## config.mk

```make
export PLATFORM = sky130hd
export DESIGN_NAME = mem_wb_stage_flat
export DESIGN_NICKNAME = d
export VERILOG_FILES = /design/src/rtl/mem_wb_stage_if.sv /design/src/rtl/mem_wb_stage.sv /design/src/flat_wrapper.sv
export SDC_FILE = /design/constraint.sdc
export NUM_CORES = 1
export LEC_CHECK = 0
export BUFFER_PORTS_ARGS = -buffer_cell sky130_fd_sc_hd__buf_2
export CAP_MARGIN = 20
export CORE_UTILIZATION = 57
export DETAILED_ROUTE_END_ITERATION = 10
export PLACE_DENSITY = 0.83
export SLEW_MARGIN = 20
export SYNTH_ARGS = -nofsm -noshare
export SYNTH_HDL_FRONTEND = slang
export SYNTH_SLANG_ARGS = --single-unit
```

## constraint.sdc

```tcl
create_clock -name Clock -period 2.08 [get_ports Clock]
set_input_delay 0.208 -clock Clock [delete_from_list [all_inputs] [get_ports Clock]]
set_output_delay 0.208 -clock Clock [all_outputs]
set_load 0.01 [all_outputs]
```

## src/rtl/mem_wb_stage_if.sv

```systemverilog
// MEM->WB stage bundle: upstream entry fields, downstream write-back port, flush.
// Forwarding signals exist only when MEM_WB_FWD_EN is defined.
interface mem_wb_stage_if #(
  parameter int XLEN = 32,
  parameter int RA_W = 5
);
  localparam int OFF_W = $clog2(XLEN/8);

  // Handshake: a transfer happens on a rising edge where valid and ready are both 1;
  // once valid is raised its payload stays stable until that transfer.
  logic              flush;
  logic              in_valid;
  logic              in_ready;
  logic [RA_W-1:0]   rd;
  logic [XLEN-1:0]   result;
  logic [XLEN-1:0]   memOut;
  logic              Wreg;
  logic              mem_to_reg;
  logic [1:0]        ld_size;
  logic              ld_unsigned;
  logic [OFF_W-1:0]  byte_off;
  logic              out_valid;
  logic              out_ready;
  logic [RA_W-1:0]   rd_out;
  logic [XLEN-1:0]   wb_data_out;
  logic              Wreg_out;
`ifdef MEM_WB_FWD_EN
  logic              fwd_valid;
  logic [RA_W-1:0]   fwd_rd;
  logic [XLEN-1:0]   fwd_data;
`endif

  modport slave (
`ifdef MEM_WB_FWD_EN
    output fwd_valid, fwd_rd, fwd_data,
`endif
    input  flush, in_valid, rd, result, memOut, Wreg, mem_to_reg,
    input  ld_size, ld_unsigned, byte_off, out_ready,
    output in_ready, out_valid, rd_out, wb_data_out, Wreg_out
  );

  modport master (
`ifdef MEM_WB_FWD_EN
    input  fwd_valid, fwd_rd, fwd_data,
`endif
    output flush, in_valid, rd, result, memOut, Wreg, mem_to_reg,
    output ld_size, ld_unsigned, byte_off, out_ready,
    input  in_ready, out_valid, rd_out, wb_data_out, Wreg_out
  );
endinterface

```

## src/rtl/mem_wb_stage.sv

```systemverilog
// MEM->WB pipeline register with 2-entry skid buffer, flush and load formatting.
// Optional MEM_WB_FWD_EN adds forwarding outputs mirroring the write port.
module mem_wb_stage #(
  parameter int XLEN    = 32,
  parameter int RA_W    = 5,
  parameter int ZERO_RD = 1
) (
  input  logic           Clock,
  input  logic           Reset,
  mem_wb_stage_if.slave  bus
);
  localparam int OFF_W = $clog2(XLEN/8);

  typedef struct packed {
    logic [RA_W-1:0]  rd;
    logic [XLEN-1:0]  result;
    logic [XLEN-1:0]  mem_out;
    logic             wreg;
    logic             mem_to_reg;
    logic [1:0]       ld_size;
    logic             ld_unsigned;
    logic [OFF_W-1:0] byte_off;
  } entry_t;

  entry_t or_q, or_d, sr_q, sr_d, in_entry;
  logic   or_valid_q, or_valid_d, sr_valid_q, sr_valid_d;
  logic   accept;

  always_comb begin
    in_entry.rd          = bus.rd;
    in_entry.result      = bus.result;
    in_entry.mem_out     = bus.memOut;
    in_entry.wreg        = bus.Wreg;
    in_entry.mem_to_reg  = bus.mem_to_reg;
    in_entry.ld_size     = bus.ld_size;
    in_entry.ld_unsigned = bus.ld_unsigned;
    in_entry.byte_off    = bus.byte_off;
  end

  // in_ready is just !sr_valid_q, so accept never depends on out_ready combinationally.
  always_comb begin
    accept     = bus.in_valid & ~sr_valid_q;
    or_d       = or_q;
    or_valid_d = or_valid_q;
    sr_d       = sr_q;
    sr_valid_d = sr_valid_q;
    if (bus.flush) begin
      or_valid_d = 1'b0;
      sr_valid_d = 1'b0;
    end else if (!or_valid_q || bus.out_ready) begin
      if (sr_valid_q) begin
        or_d       = sr_q;
        or_valid_d = 1'b1;
      end else if (accept) begin
        or_d       = in_entry;
        or_valid_d = 1'b1;
      end else begin
        or_valid_d = 1'b0;
      end
      // A full skid blocks accept, so the skid always empties when OR moves.
      sr_valid_d = 1'b0;
    end else if (accept) begin
      sr_d       = in_entry;
      sr_valid_d = 1'b1;
    end
  end

  always_ff @(posedge Clock) begin
    if (Reset) begin
      or_q       <= '0;
      sr_q       <= '0;
      or_valid_q <= 1'b0;
      sr_valid_q <= 1'b0;
    end else begin
      or_q       <= or_d;
      sr_q       <= sr_d;
      or_valid_q <= or_valid_d;
      sr_valid_q <= sr_valid_d;
    end
  end

  logic [XLEN-1:0] sh, mask, fmt, wb_data;
  logic            sign;
  logic            wreg_out;

  // Mask keeps the loaded field; the complement is filled with the sign bit for signed loads.
  always_comb begin
    sh   = or_q.mem_out >> {or_q.byte_off, 3'b000};
    mask = '1;
    sign = 1'b0;
    case (or_q.ld_size)
      2'd0: begin
        mask = XLEN'(8'hFF);
        sign = sh[7];
      end
      2'd1: begin
        mask = XLEN'(16'hFFFF);
        sign = sh[15];
      end
      2'd2: begin
        mask = XLEN'(32'hFFFF_FFFF);
        sign = sh[31];
      end
      default: begin
        if (XLEN == 64) begin
          mask = '1;
          sign = 1'b0;
        end else begin
          mask = XLEN'(32'hFFFF_FFFF);
          sign = sh[31];
        end
      end
    endcase
    fmt     = (sh & mask) | ({XLEN{sign & ~or_q.ld_unsigned}} & ~mask);
    wb_data = '0;
    if (or_valid_q) wb_data = or_q.mem_to_reg ? fmt : or_q.result;
    wreg_out = or_valid_q & or_q.wreg & ~((ZERO_RD != 0) && (or_q.rd == '0));
  end

  assign bus.in_ready    = ~sr_valid_q;
  assign bus.out_valid   = or_valid_q;
  assign bus.rd_out      = or_q.rd;
  assign bus.wb_data_out = wb_data;
  assign bus.Wreg_out    = wreg_out;

`ifdef MEM_WB_FWD_EN
  assign bus.fwd_valid = wreg_out;
  assign bus.fwd_rd    = or_q.rd;
  assign bus.fwd_data  = wb_data;
`endif
endmodule

```

## src/flat_wrapper.sv

```systemverilog
// flat-port wrapper written by rule: the top's interface ports become plain ports
module mem_wb_stage_flat 
#(
  parameter int XLEN    = 32,
  parameter int RA_W    = 5,
  parameter int ZERO_RD = 1
)
  (Clock, Reset, bus_flush, bus_in_valid, bus_rd, bus_result, bus_memOut, bus_Wreg, bus_mem_to_reg, bus_ld_size, bus_ld_unsigned, bus_byte_off, bus_out_ready, bus_in_ready, bus_out_valid, bus_rd_out, bus_wb_data_out, bus_Wreg_out);
  mem_wb_stage_if #(.XLEN(XLEN), .RA_W(RA_W)) bus_i ();
  input  logic Clock;
  input  logic Reset;
  input wire logic [$bits(bus_i.flush)-1:0] bus_flush;
  input wire logic [$bits(bus_i.in_valid)-1:0] bus_in_valid;
  input wire logic [$bits(bus_i.rd)-1:0] bus_rd;
  input wire logic [$bits(bus_i.result)-1:0] bus_result;
  input wire logic [$bits(bus_i.memOut)-1:0] bus_memOut;
  input wire logic [$bits(bus_i.Wreg)-1:0] bus_Wreg;
  input wire logic [$bits(bus_i.mem_to_reg)-1:0] bus_mem_to_reg;
  input wire logic [$bits(bus_i.ld_size)-1:0] bus_ld_size;
  input wire logic [$bits(bus_i.ld_unsigned)-1:0] bus_ld_unsigned;
  input wire logic [$bits(bus_i.byte_off)-1:0] bus_byte_off;
  input wire logic [$bits(bus_i.out_ready)-1:0] bus_out_ready;
  output wire logic [$bits(bus_i.in_ready)-1:0] bus_in_ready;
  output wire logic [$bits(bus_i.out_valid)-1:0] bus_out_valid;
  output wire logic [$bits(bus_i.rd_out)-1:0] bus_rd_out;
  output wire logic [$bits(bus_i.wb_data_out)-1:0] bus_wb_data_out;
  output wire logic [$bits(bus_i.Wreg_out)-1:0] bus_Wreg_out;
  assign bus_i.flush = bus_flush;
  assign bus_i.in_valid = bus_in_valid;
  assign bus_i.rd = bus_rd;
  assign bus_i.result = bus_result;
  assign bus_i.memOut = bus_memOut;
  assign bus_i.Wreg = bus_Wreg;
  assign bus_i.mem_to_reg = bus_mem_to_reg;
  assign bus_i.ld_size = bus_ld_size;
  assign bus_i.ld_unsigned = bus_ld_unsigned;
  assign bus_i.byte_off = bus_byte_off;
  assign bus_i.out_ready = bus_out_ready;
  assign bus_in_ready = bus_i.in_ready;
  assign bus_out_valid = bus_i.out_valid;
  assign bus_rd_out = bus_i.rd_out;
  assign bus_wb_data_out = bus_i.wb_data_out;
  assign bus_Wreg_out = bus_i.Wreg_out;
  mem_wb_stage #(.XLEN(XLEN), .RA_W(RA_W), .ZERO_RD(ZERO_RD)) u_core (.Clock(Clock), .Reset(Reset), .bus(bus_i));
endmodule
```

==> insert_results.sql <==
INSERT INTO impl_metrics (metric_group, metric, value, unit) VALUES
('run_status', 'status', 'complete, but fails checks', ''),
('run_status', 'failed_checks', 'setup timing', ''),
('yosys', 'synthesis.yosys.warnings', '0', ''),
('timing', 'slew_violations', '0', ''),
('yosys', 'syn_inst', '840', ''),
('setup_path', 'cp_cell_sequence', 'mux4_2 -> a21o_4 -> a32o_1 -> buf_2', ''),
('timing', 'period_needed', '2.24', 'ns'),
('floorplanning', 'core', '13200', 'um2'),
('setup_path', 'critical_path.reg2reg.startpoint', 'u_core.sr_valid_q', ''),
('floorplanning', 'floorplan.die.height', '118', 'um'),
('cells_and_area', 'syn_to_final_growth', '18.7', '%'),
('worst_hold_path', 'number_of_cells_traversed_by_the_worst_hold_path', '3', ''),
('setup_path', 'cp_num_buf_inv', '1', ''),
('setup_path', 'cp_max_fo', '7', ''),
('place', 'routabilityCongestion', '0.906', ''),
('yosys', 'post_synthesis_cell_area', '7720', 'um2'),
('global_route', 'first_pass_grt_wire_length', '34200', 'um'),
('power', 'power-per-cell-area', '803', 'nW/um2'),
('yosys', 'synth-async-reset-ratio', '0', '%'),
('yosys', 'synth-edff-count', '0', ''),
('setup_path', 'worst_path_max_delay_cell', 'sky130_fd_sc_hd__mux4_2', ''),
('yosys', 'syn_avg_cell_area', '9.20', 'um2'),
('timing', 'hold_viol', '0', ''),
('floorplanning', 'start_util', '58.3', '%'),
('setup_path', 'arrival', '2.03', 'ns'),
('timing', 'finalHoldWorstSlack', '0.0579', 'ns'),
('power', 'irDropWorstVdd', '0.652', 'mV'),
('job', 'cap_viol_max_count', '0', ''),
('setup_path', 'timing.critical_path.to_type', 'output pin', ''),
('timing', 'setup_slack', '-0.157', 'ns'),
('cells_and_area', 'antenna_cells_inserted', '0', ''),
('floorplanning', 'top_level_ports', '121', ''),
('timing', 'finalCritPeriodShare', '108', '%'),
('clocking', 'cts_tree', 'built', ''),
('route', 'route.vias.total', '7126', ''),
('global_route', 'first_global_vias', '6372', ''),
('yosys', 'synth.yosys.seq_area_share', '39.9', '%'),
('place', 'port-buffer-count', '120', ''),
('cells_and_area', 'nNetsFinal', '983', ''),
('clocking', 'cts_buffers', '17', ''),
('floorplanning', 'area_of_the_die', '14000', 'um2'),
('setup_path', 'cp.depth', '4', ''),
('setup_path', 'timing.critical_path.slowest_cell_delay', '0.56', 'ns'),
('worst_hold_path', 'hold_end', 'u_core.sr_q[18]', ''),
('route', 'drt_drc_violations_left', '0', ''),
('yosys', 'synthesis.nets', '921', ''),
('timing', 'setup_viol_count_final', '26', ''),
('setup_path', 'reg2regPathDepth', '4', ''),
('worst_hold_path', 'hold_path.startpoint', 'bus_memOut[11]', ''),
('route', 'drt_iter0_drc', '1024', ''),
('clocking', 'cts.htree.levels', '4', ''),
('power', 'p_leak', '3.09', 'nW'),
('route', 'detail-route-antenna-nets', '0', ''),
('place', 'half_perimeter_wire_length_after_placement', '13200', 'um'),
('cells_and_area', 'layout-drive-gt1-share', '23.4', '%'),
('timing', 'max-slew-margin-rel', '67.2', '%'),
('setup_path', 'critical_path.reg2reg.endpoint', 'u_core.or_q[25]', ''),
('clocking', 'clock_pin_slew_on_the_worst_setup_and_hold_paths', '0.06', 'ns'),
('yosys', 'synth_cell_types', '36', ''),
('setup_path', 'crit_family', 'multiplexers', ''),
('timing', 'grt_setup_unrepaired', 'yes', ''),
('place', 'placedCellCount', '1051', ''),
('clocking', 'clock-root-buffer', 'sky130_fd_sc_hd__clkbuf_16', ''),
('route', 'drt-vias-per-instance', '6.53', ''),
('yosys', 'yosys_register_bits', '154', ''),
('global_route', 'total_routing_resource_utilization_after_global_routing', '30.7', '%'),
('setup_path', 'r2r_setup_slk', '0.38', 'ns'),
('power', 'finalPower', '7.36', 'mW'),
('global_route', 'grt_max_degree', '155', ''),
('timing', 'finClkSkew', '0.00599', 'ns'),
('floorplanning', 'x_dimension_of_the_die', '118', 'um');
## routing by layer
metal / vias to the layer above / track usage [%] / share of wire, % / wire (um)
met5: - / 0 / 0 / 0
met4: 0 / 12.5 / 2.5 / 534
met3: 43 / 5.60 / 7.1 / 1530
met2: 320 / 46.3 / 47 / 10200
met1: 3474 / 43.4 / 43 / 9390
li1: 3289 / - / - / -
## report_power, final
group	total, mW	internal, mW	switching, mW	leakage, nW
combinational	0.915	0.406	0.509	1.53
clock	3.27	2.08	1.19	0.307
sequential	3.17	3.07	0.109	1.26
total	7.36	5.55	1.81	3.09
## cell usage in the layout, fill, tap and decap left out, drive strengths merged
| master | count |
|---|---|
| dfxtp | 154 |
| a21oi | 153 |
| buf | 151 |
| mux2i | 92 |
| nand3b | 84 |
| a211oi | 77 |
| o21ai | 76 |
| clkbuf | 28 |
| o31ai | 17 |
| nor2b | 9 |
| mux4 | 8 |
| a32oi | 8 |
| mux2 | 8 |
| a22oi | 8 |
| o211ai | 7 |
| a32o | 7 |
| inv | 3 |
| bufinv | 3 |
| nand2 | 2 |
| clkinv | 2 |
| nor2 | 2 |
| or3 | 2 |
| and2 | 2 |
| or2 | 1 |
| o211a | 1 |
| and4b | 1 |
| a21o | 1 |
| o311a | 1 |
| and4bb | 1 |
| nand4bb | 1 |
| nand2b | 1 |
| o21ba | 1 |
| nor4 | 1 |
| clkinvlp | 1 |
| bufbuf | 1 |
## stage by stage
stage / setup TNS, ns / setup WS [ns] / instance area [um2] / utilization (%)
global placement: 0 / 0.255 / 8340 / 63.0
CTS: -2.99 / -0.140 / 9060 / 68.4
finish: -3.09 / -0.157 / 9170 / 69.2
floorplan: 0 / 0.324 / 7720 / -
detailed placement: 0 / 0.214 / 8340 / 63.0
global route: -4.65 / -0.221 / 9170 / 69.2
## tightest hold or removal path, delay by kind of cell
kind                   cells  cell delay (ns)
buffers and inverters      1             0.10
and+or+nand+nor            1             0.07
AOI/OAI and AO/OA          1             0.05
## kinds of logic (layout without fill, tap and decap cells)
logic type             after synthesis  after routing  share of synthesized area [%]
AOI/OAI and AO/OA                  357            357                           27.8
DFF                                154            154                           39.9
buffers and inverters              114            189                           6.66
muxes                              108            108                           15.4
and+or+nand+nor                    107            107                           10.2
## cells in the mapped netlist (all sizes together), types with 2 or more instances
| cell | instances | area share (%) |
|---|---|---|
| dfxtp | 154 | 40 |
| a21oi | 153 | 9.9 |
| mux2i | 92 | 12 |
| nand3b | 84 | 8.2 |
| a211oi | 77 | 7.5 |
| o21ai | 76 | 4.9 |
| clkbuf | 75 | 3.6 |
| buf | 36 | 2.9 |
| o31ai | 17 | 1.7 |
| nor2b | 9 | 0.73 |
| a22oi | 8 | 0.78 |
| a32oi | 8 | 0.91 |
| mux2 | 8 | 1.2 |
| mux4 | 8 | 2.3 |
| a32o | 7 | 0.91 |
| o211ai | 7 | 0.68 |
| inv | 3 | 0.15 |
| and2 | 2 | 0.16 |
| nand2 | 2 | 0.097 |
| nor2 | 2 | 0.19 |
| or3 | 2 | 0.16 |
## what timing repair did
| action | CTS | global route |
|---|---|---|
| setup endpoints to repair | 31 | 31 |
| buffers inserted | 3 | 2 |
| resized for setup | 7 | 8 |
| pin swaps | 4 | 2 |
| gates cloned | 1 | 2 |
## worst max path at each step
| stage | startpoint | end | slack [ns] |
|---|---|---|---|
| 3_5_place_dp | u_core.or_q[0] | bus_wb_data_out[14] | 0.21 |
| 3_3_place_gp | u_core.or_q[0] | bus_wb_data_out[10] | 0.25 |
| 6_report | u_core.or_q[0] | bus_wb_data_out[14] | -0.16 |
| 4_1_cts | u_core.or_q[0] | bus_wb_data_out[14] | -0.14 |
| 2_1_floorplan | u_core.or_q[3] | bus_wb_data_out[21] | 0.32 |
| 5_1_grt | u_core.or_q[0] | bus_wb_data_out[27] | -0.22 |
## flip-flops by register name (all words and copies together), names as in the netlist
signal and flops:
u_core.sr_q 76, u_core.or_q 71, u_core.bus.rd_out 5, u_core.bus.out_valid 1, u_core.sr_valid_q 1
## cell type report
cell class | count | area [um2]
multi-input cells | 572 | 4180
fillers | 1049 | 4070
flip-flops and latches | 154 | 3090
repair buffers | 154 | 1040
clock buffers | 26 | 519
well taps | 176 | 220
clock inverters | 6 | 108
inverters | 3 | 11.3
Power figures use the tool's default switching activity.
